File: src/rtl/stopwatch_cu_lap.sv
// ---------------------------------------------------------------------------
// stopwatch_cu_lap
//
// Control unit for the stopwatch datapath. It implements a run/stop/clear FSM
// with three additions:
//   - a lap (split) hold mode that freezes the display while counting goes on,
//   - a long-press clear that is accepted while the stopwatch is running, and
//   - a clear pulse that lasts several cycles.
// Rising edges on the debounced button levels are detected inside this block.
//
// Parameters:
//   HOLD_CYCLES : number of consecutive high samples of i_clear that force a
//                 clear from RUN or LAP (must be >= 2)
//   CLR_CYCLES  : number of cycles o_clear stays high for each clear
//                 (must be >= 1)
//
// Ports:
//   clk        in   system clock; everything updates on the rising edge
//   rst        in   asynchronous reset, active low
//   i_runstop  in   debounced Btn_R level
//   i_clear    in   debounced Btn_L level
//   i_lap      in   debounced Btn_U level
//   o_runstop  out  datapath tick enable (RUN or LAP)
//   o_clear    out  datapath counter clear (CLEAR)
//   o_lap_hold out  display freeze (LAP)
//   o_state    out  current state code: 00 STOP, 01 RUN, 10 CLEAR, 11 LAP
// ---------------------------------------------------------------------------
module stopwatch_cu_lap #(
  parameter int HOLD_CYCLES = 100_000_000,
  parameter int CLR_CYCLES  = 1
) (
  input  logic       clk,
  input  logic       rst,
  input  logic       i_runstop,
  input  logic       i_clear,
  input  logic       i_lap,
  output logic       o_runstop,
  output logic       o_clear,
  output logic       o_lap_hold,
  output logic [1:0] o_state
);

  localparam int HW = $clog2(HOLD_CYCLES + 1);
  localparam int CW = $clog2(CLR_CYCLES + 1);

  localparam logic [HW-1:0] HOLD_MAX  = HW'(HOLD_CYCLES);
  localparam logic [HW-1:0] HOLD_LAST = HW'(HOLD_CYCLES - 1);
  localparam logic [CW-1:0] CLR_LAST  = CW'(CLR_CYCLES - 1);

  typedef enum logic [1:0] {
    ST_STOP  = 2'b00,
    ST_RUN   = 2'b01,
    ST_CLEAR = 2'b10,
    ST_LAP   = 2'b11
  } state_t;

  state_t        state;
  state_t        state_nxt;

  logic          runstop_d;
  logic          clear_d;
  logic          lap_d;
  logic          rise_runstop;
  logic          rise_clear;
  logic          rise_lap;

  logic [HW-1:0] hold_cnt;
  logic [CW-1:0] clr_cnt;
  logic          counting;
  logic          long_clr;
  logic          clear_done;

  // The delay flops reset to 1, so a button that is already held when reset
  // is released does not look like a fresh press.
  assign rise_runstop = i_runstop & ~runstop_d;
  assign rise_clear   = i_clear   & ~clear_d;
  assign rise_lap     = i_lap     & ~lap_d;

  assign counting   = (state == ST_RUN) || (state == ST_LAP);

  // Fires on the HOLD_CYCLES-th consecutive high sample. On the following
  // edge the FSM is already in CLEAR, which zeroes the hold counter, so one
  // press can trigger at most one clear.
  assign long_clr   = counting && i_clear && (hold_cnt == HOLD_LAST);

  assign clear_done = (clr_cnt == CLR_LAST);

  always_comb begin
    state_nxt = state;
    case (state)
      ST_STOP: begin
        if (rise_runstop)    state_nxt = ST_RUN;
        else if (rise_clear) state_nxt = ST_CLEAR;
      end
      ST_RUN: begin
        if (long_clr)          state_nxt = ST_CLEAR;
        else if (rise_runstop) state_nxt = ST_STOP;
        else if (rise_lap)     state_nxt = ST_LAP;
      end
      ST_LAP: begin
        if (long_clr)          state_nxt = ST_CLEAR;
        else if (rise_runstop) state_nxt = ST_STOP;
        else if (rise_lap)     state_nxt = ST_RUN;
      end
      ST_CLEAR: begin
        // Buttons are ignored here; edges seen now are simply lost.
        if (clear_done) state_nxt = ST_STOP;
      end
      default: state_nxt = ST_STOP;
    endcase
  end

  // Outputs are registered from the next state so that they change on the
  // same edge as the state register.
  always_ff @(posedge clk or negedge rst) begin
    if (!rst) begin
      state      <= ST_STOP;
      runstop_d  <= 1'b1;
      clear_d    <= 1'b1;
      lap_d      <= 1'b1;
      hold_cnt   <= '0;
      clr_cnt    <= '0;
      o_runstop  <= 1'b0;
      o_clear    <= 1'b0;
      o_lap_hold <= 1'b0;
      o_state    <= 2'b00;
    end else begin
      runstop_d <= i_runstop;
      clear_d   <= i_clear;
      lap_d     <= i_lap;

      if (counting && i_clear) begin
        if (hold_cnt != HOLD_MAX) hold_cnt <= hold_cnt + HW'(1);
      end else begin
        hold_cnt <= '0;
      end

      if ((state_nxt == ST_CLEAR) && (state != ST_CLEAR)) begin
        clr_cnt <= '0;
      end else if (state == ST_CLEAR) begin
        clr_cnt <= clr_cnt + CW'(1);
      end

      state      <= state_nxt;
      o_runstop  <= (state_nxt == ST_RUN) || (state_nxt == ST_LAP);
      o_clear    <= (state_nxt == ST_CLEAR);
      o_lap_hold <= (state_nxt == ST_LAP);
      o_state    <= state_nxt;
    end
  end

endmodule

File: config.mk
export PLATFORM = sky130hd
export DESIGN_NAME = stopwatch_cu_lap
export DESIGN_NICKNAME = d
export VERILOG_FILES = /design/src/rtl/stopwatch_cu_lap.sv
export SDC_FILE = /design/constraint.sdc
export NUM_CORES = 1
export LEC_CHECK = 0
export BUFFER_PORTS_ARGS = -buffer_cell sky130_fd_sc_hd__buf_2
export CAP_MARGIN = 20
export CORE_ASPECT_RATIO = 1.1
export CORE_MARGIN = 2
export CORE_UTILIZATION = 41
export DETAILED_ROUTE_END_ITERATION = 7
export PLACE_DENSITY_LB_ADDON = 0.05
export SYNTH_ARGS = -nofsm -noshare
export SYNTH_HDL_FRONTEND = slang
export SYNTH_SLANG_ARGS = --single-unit
export TNS_END_PERCENT = 100
File: constraint.sdc
create_clock -name clk -period 2.55 [get_ports clk]
set_clock_uncertainty 0.05 [all_clocks]
set_input_delay 0.3825 -clock clk [delete_from_list [all_inputs] [get_ports clk]]
set_output_delay 0.3825 -clock clk [all_outputs]
set_load 0.03 [all_outputs]
* Word level (Yosys, flattened, before mapping)
Cells that the tools add are included.
** Word-level totals
- Register bits after elaboration :: 36
- Bits of input ports :: 5
- Word-level logic and storage cells :: 48
** Operators by class
- Add/sub/neg operators :: 2
- Eq/ne operators :: 10
- Mux-type cells :: 14
- Bitwise gates (word level) :: 6
- Reduce and logical (&&, ||, !) cells :: 7
** Operators by type and width (count)
- $mux W27 :: 2
- $add A27 B1 Y27 const B :: 1
- $eq A27 B27 Y1 const B :: 1
- $ne A27 B27 Y1 const B :: 1
- $mux W2 :: 9
- $eq A2 B2 Y1 const B :: 4
- $pmux W2 S4 :: 1
- $eq A2 B1 Y1 const B :: 2
- $and A1 B1 Y1 :: 3
- $logic_and A1 B1 Y1 :: 3
- $not A1 Y1 :: 3
- $logic_not A2 Y1 :: 1
- $logic_or A1 B1 Y1 :: 2
- $mux W1 :: 2
- $ne A2 B1 Y1 const B :: 1
- $ne A2 B2 Y1 const B :: 1
- $reduce_bool A2 Y1 :: 1
- $add A1 B1 Y1 const B :: 1

* Longest topological paths before layout
- Word-level depth :: 9
- Depth in mapped cells :: 7

* Least setup slack after synthesis
Ideal clock, no wire load.
- Kind :: reg-to-reg
- Start point :: reg state[0]
- End point :: reg o_runstop
- Library setup time :: 0.132 ns
- Arrival time :: 1.946 ns
- Required time :: 2.368 ns
- Path slack :: 0.423 ns
- Cell stages (with the launch flop) :: 7
- Buffers on the path :: 1
- Clock period less this slack :: 2.127 ns
- Cell sequence :: dfrtp_1 > buf_2 > nand2_1 > or4_1 > or4_4 > nand3_2 > o31ai_1
** On the way
- Longest elaborated chain between the ends :: 8
- Elaborated cells on any way between the ends :: 20
- Classes of those cells :: eq/ne: 5; mux: 10; reduce/logical: 5
** Ends and longest elaborated chain
- from (decl) :: RTL line 57 : state_t state;
- from (signal assigned) :: RTL line 144 : state <= state_nxt;
- $eq A2 B1 Y1 or $eq A2 B2 Y1 (tied branches) :: RTL line 79, 90
- $logic_or A1 B1 Y1 :: RTL line 79 : assign counting = (state == ST_RUN) || (state == ST_LAP);
- $logic_and A1 B1 Y1 (2 in a row) :: RTL line 84 : assign long_clr = counting && i_clear && (hold_cnt == HOLD_LAST);
- $mux W2 (on tied branches) :: RTL line 101, 96
- $pmux W2 S4 (*) :: RTL line 90 : case (state)
- $eq A2 B1 Y1 or $eq A2 B2 Y1 (tied branches) :: RTL line 145 : o_runstop <= (state_nxt == ST_RUN) || (state_nxt == ST_LAP);
- $logic_or A1 B1 Y1 (*) :: RTL line 145
- to (signal assigned) :: RTL line 145
- to (decl) :: RTL line 37 : output logic o_runstop,
Mark *: on every way between the ends. The rest lies on a longest branch, timed or not.
A chain may end at the register's enable or synchronous reset.

* Final worst setup path
- Start point :: reg hold_cnt[10]
- End point :: reg state[0]
** On the way
- Longest elaborated chain between the ends :: 4
- Elaborated cells on any way between the ends :: 5
- Classes of those cells :: eq/ne: 1; mux: 3; reduce/logical: 1
** Ends and longest elaborated chain
- from (decl) :: RTL line 67 : logic [HW-1:0] hold_cnt;
- from (signal assigned) :: RTL line 133 : if (hold_cnt != HOLD_MAX) hold_cnt <= hold_cnt + HW'(1);
- $eq A27 B27 Y1 (*) :: RTL line 84
- $logic_and A1 B1 Y1 (*) :: RTL line 84
- $mux W2 (on tied branches) :: RTL line 101, 96
- $pmux W2 S4 (*) :: RTL line 90
- via state_nxt[0] :: RTL line 58 : state_t state_nxt;
The timed path passes the listed nets; every way through them passes the cells marked *.

==> metrics.md <==
| Metric | Value |
|---|---|
| IO Port Bufs | `9` |
| Critical path type | `reg2reg` |
| Ys async rst share | `100.0%` |
| Critical path's largest stage delay | `460 ps` |
| First-pass GRT wire length | `6058 um` |
| Post-synth top area share | `44.41%` |
| ANT cells | `0` |
| Complex-gate fraction of the synthesized area | `4.576%` |
| RR Endpoint | `state[0]$_DFF_PN0_` |
| Synth Register Bits | `36` |
| Global route overflow | `0` |
| Num CTS Buffers | `5` |
| RSZ-0062 raised after global routing | `false` |
| Vias in the first global route | `1307` |
| Mux contribution to synthesized area | `1.077%` |
| Leading area contributor after synthesis | `dfrtp_1` |
| CTS clock-pin slew for the worst setup and hold paths | `70 ps` |
| Startpoint types | `register` |
| Synth Area in XOR/XNOR | `10.36%` |
| DIE HEIGHT | `74.63 um` |
| Core footprint | `0.004317 mm^2` |
| Synthesized area | `0.001859 mm^2` |
| Final Setup Violations | `0` |
| Tot GR Track Use | `16.24%` |
| Gates resized, CTS repair | `0` |
| Vias | `1335` |
| Syn_nets | `192` |
| Nets | `206` |
| DRC | `0` |
| Min-Delay Path Class | `in2async` |
| Final Max Tran Viols | `0` |
| Post-Syn Instances | `185` |
| Initial antenna violation count | `0` |
| Worst slew pin tran | `794.1 ps` |
| Largest net degree at the start of global routing | `37` |
| H-tree depth | `2` |
| Hold_buf cts | `0` |
| Via density | `5.256` |
| Sequential fraction of the synthesis area | `48.65%` |
| Initial drt markers | `38` |
| Rel. slew slack | `47.06%` |
| Simple-gate portion of the synthesized area | `31.29%` |
| I/O pin cnt | `10` |
| Iteration count of the initial detailed-routing pass | `4` |
| Critical Path Fanout Max | `4` |
| Worst r2r src | `hold_cnt[10]$_DFFE_PN0P_` |
| Commonest cells after routing, fill and taps aside | `33 x nor2_1, 33 x dfrtp_1, 15 x nand2_1, 11 x xor2_1, 11 x xnor2_1` |
| CP cell instances | `or3_1 -> or4_1 -> or4_4 -> nand3_2 -> o31ai_1` |
| PwrDens | `630.7 mW/mm^2` |
| Worst path slowest cell | `or4_1` |
| CTS tree | `built` |
| Antenna-violating nets left | `0` |
| Postcts setup bufs | `0` |
| Avg Inst Size Synth | `10.05 um^2` |
| Hold_ws | `131.3 ps` |
| Ys Warns | `0` |
| Largest family of logic cells by synthesized area | `simple AND/OR/NAND/NOR gates` |
| CP Data Required Time | `2660 ps` |
| Max-cap viol count | `0` |
| R2R depth | `5` |
| Distinct cell type count after synthesis | `41` |
| Sum Neg Setup Slack | `0 ps` |
| Period utilization | `80.60%` |
| Starting Density | `43.07%` |
| Hpwl dp | `2414 um` |
| Area growth, synth to finish | `11.17%` |
| LEAKAGE | `0.8716 nW` |
| Final WL | `3389 um` |
| Status | `finished clean` |
| Synth Area in Adders | `1.346%` |
| Final min period | `2055 ps` |
| VDD IR-drop max | `0.2787 mV` |
| FMAX | `486.6 MHz` |
| Die span in x | `68.21 um` |
| Clock sinks | `36` |
| Share of layout cells above drive strength 1 | `18.00%` |
| Row cnt | `25` |
| Die Area | `0.005090 mm^2` |
| CTS root buf | `clkbuf_8` |
| Fin. Hold Viols | `0` |
| Clock tree buffer depth | `2` |
| Largest cells by area after synthesis | `dfrtp_1 44%, nor2_1 6.7%, xnor2_1 5.2%, xor2_1 5.2%, dfstp_2 4.2%` |
| Clk_lat worst skew | `280 ps` |
| EDFF count, synth | `0` |
| Wire per inst | `13.34 um` |
| Top FF cell, synth | `dfrtp_1` |
| Worst Setup End Kind | `register` |
| Reg2reg setup slack | `490 ps` |
| Crit path DAT | `2160 ps` |
| Gpl congestion | `0.7879` |
-- power by group --
group | leakage (nW) | total, mW | internal [mW] | switching [mW]
clock network | 0.0515 | 0.430 | 0.246 | 0.183
logic | 0.334 | 0.211 | 0.0673 | 0.143
registers | 0.486 | 0.663 | 0.612 | 0.0513
total | 0.872 | 1.30 | 0.926 | 0.378
-- cell usage after synthesis (2+ instances only) --
library cell / count
a21oi_1: 5
and4_1: 3
clkbuf_1: 2
dfrtp_1: 33
dfstp_2: 3
ha_1: 2
inv_1: 6
mux2i_1: 2
nand2_1: 15
nand2b_1: 3
nand3_1: 9
nand4_1: 7
nor2_1: 33
nor3_1: 2
nor4_1: 3
nor4_4: 3
o21ai_0: 4
o31ai_1: 2
or2_2: 2
or3_1: 4
or4_4: 2
xnor2_1: 11
xor2_1: 11
-- kinds of logic after synthesis --
kind of cell | count (synthesis)
compound gates | 14
xor+xnor | 22
fa+ha+maj | 2
buf+inv | 11
flops | 36
mux | 2
simple gates | 98
-- routing by layer --
layer  routed length, um  share of wire, %  global-route usage, %
met3                 115               3.4                  4.933
met5                   0                 0                      0
met4                  61               1.8                  6.667
met2                1658                49                  26.32
met1                1555                46                  20.19
-- how the worst max path moves through the flow --
stage / start / end
detailed placement: hold_cnt[10]$_DFFE_PN0P_ / state[0]$_DFF_PN0_
floorplan: state[0]$_DFF_PN0_ / o_runstop$_DFF_PN0_
finish: hold_cnt[10]$_DFFE_PN0P_ / state[0]$_DFF_PN0_
CTS: hold_cnt[10]$_DFFE_PN0P_ / state[0]$_DFF_PN0_
global route: hold_cnt[1]$_DFFE_PN0P_ / state[0]$_DFF_PN0_
global placement: hold_cnt[10]$_DFFE_PN0P_ / o_runstop$_DFF_PN0_
-- critical path, delay by kind of cell, from the launching register on --
kind | cells | cell delay (ps)
flip-flops | 1 | 400
AO/OA/AOI/OAI | 1 | 80
AND/OR/NAND/NOR | 4 | 1410
-- registers in the layout, summed over array words and instances (netlist names) --
| register | flops |
|---|---|
| hold_cnt | 27 |
| state | 2 |
| clear_d | 1 |
| clr_cnt | 1 |
| lap_d | 1 |
| o_clear | 1 |
| o_lap_hold | 1 |
| o_runstop | 1 |
| runstop_d | 1 |
-- stage by stage --
stage	std cells	instance area, um^2	total power [mW]	utilization, %	worst slack [ps]
after floorplan	185	1859	0.8233	-	422.6
after global placement	246	1967	0.8848	45.57	518.0
after detailed placement	246	1967	0.8898	45.57	493.9
after CTS	254	2067	1.329	47.88	485.1
after global routing	254	2067	1.394	47.88	385.6
final	254	2067	1.304	47.88	494.8
-- cell type report --
type                    instances  area, um^2
clock buffers                   8       100.1
well taps                      54       67.56
multi-input cells             138       904.6
flip-flops and latches         36       904.6
inverters                       6       22.52
repair buffers                 12       67.56
fillers                       398        2250
Note: power is estimated with default switching activity, not from simulation.
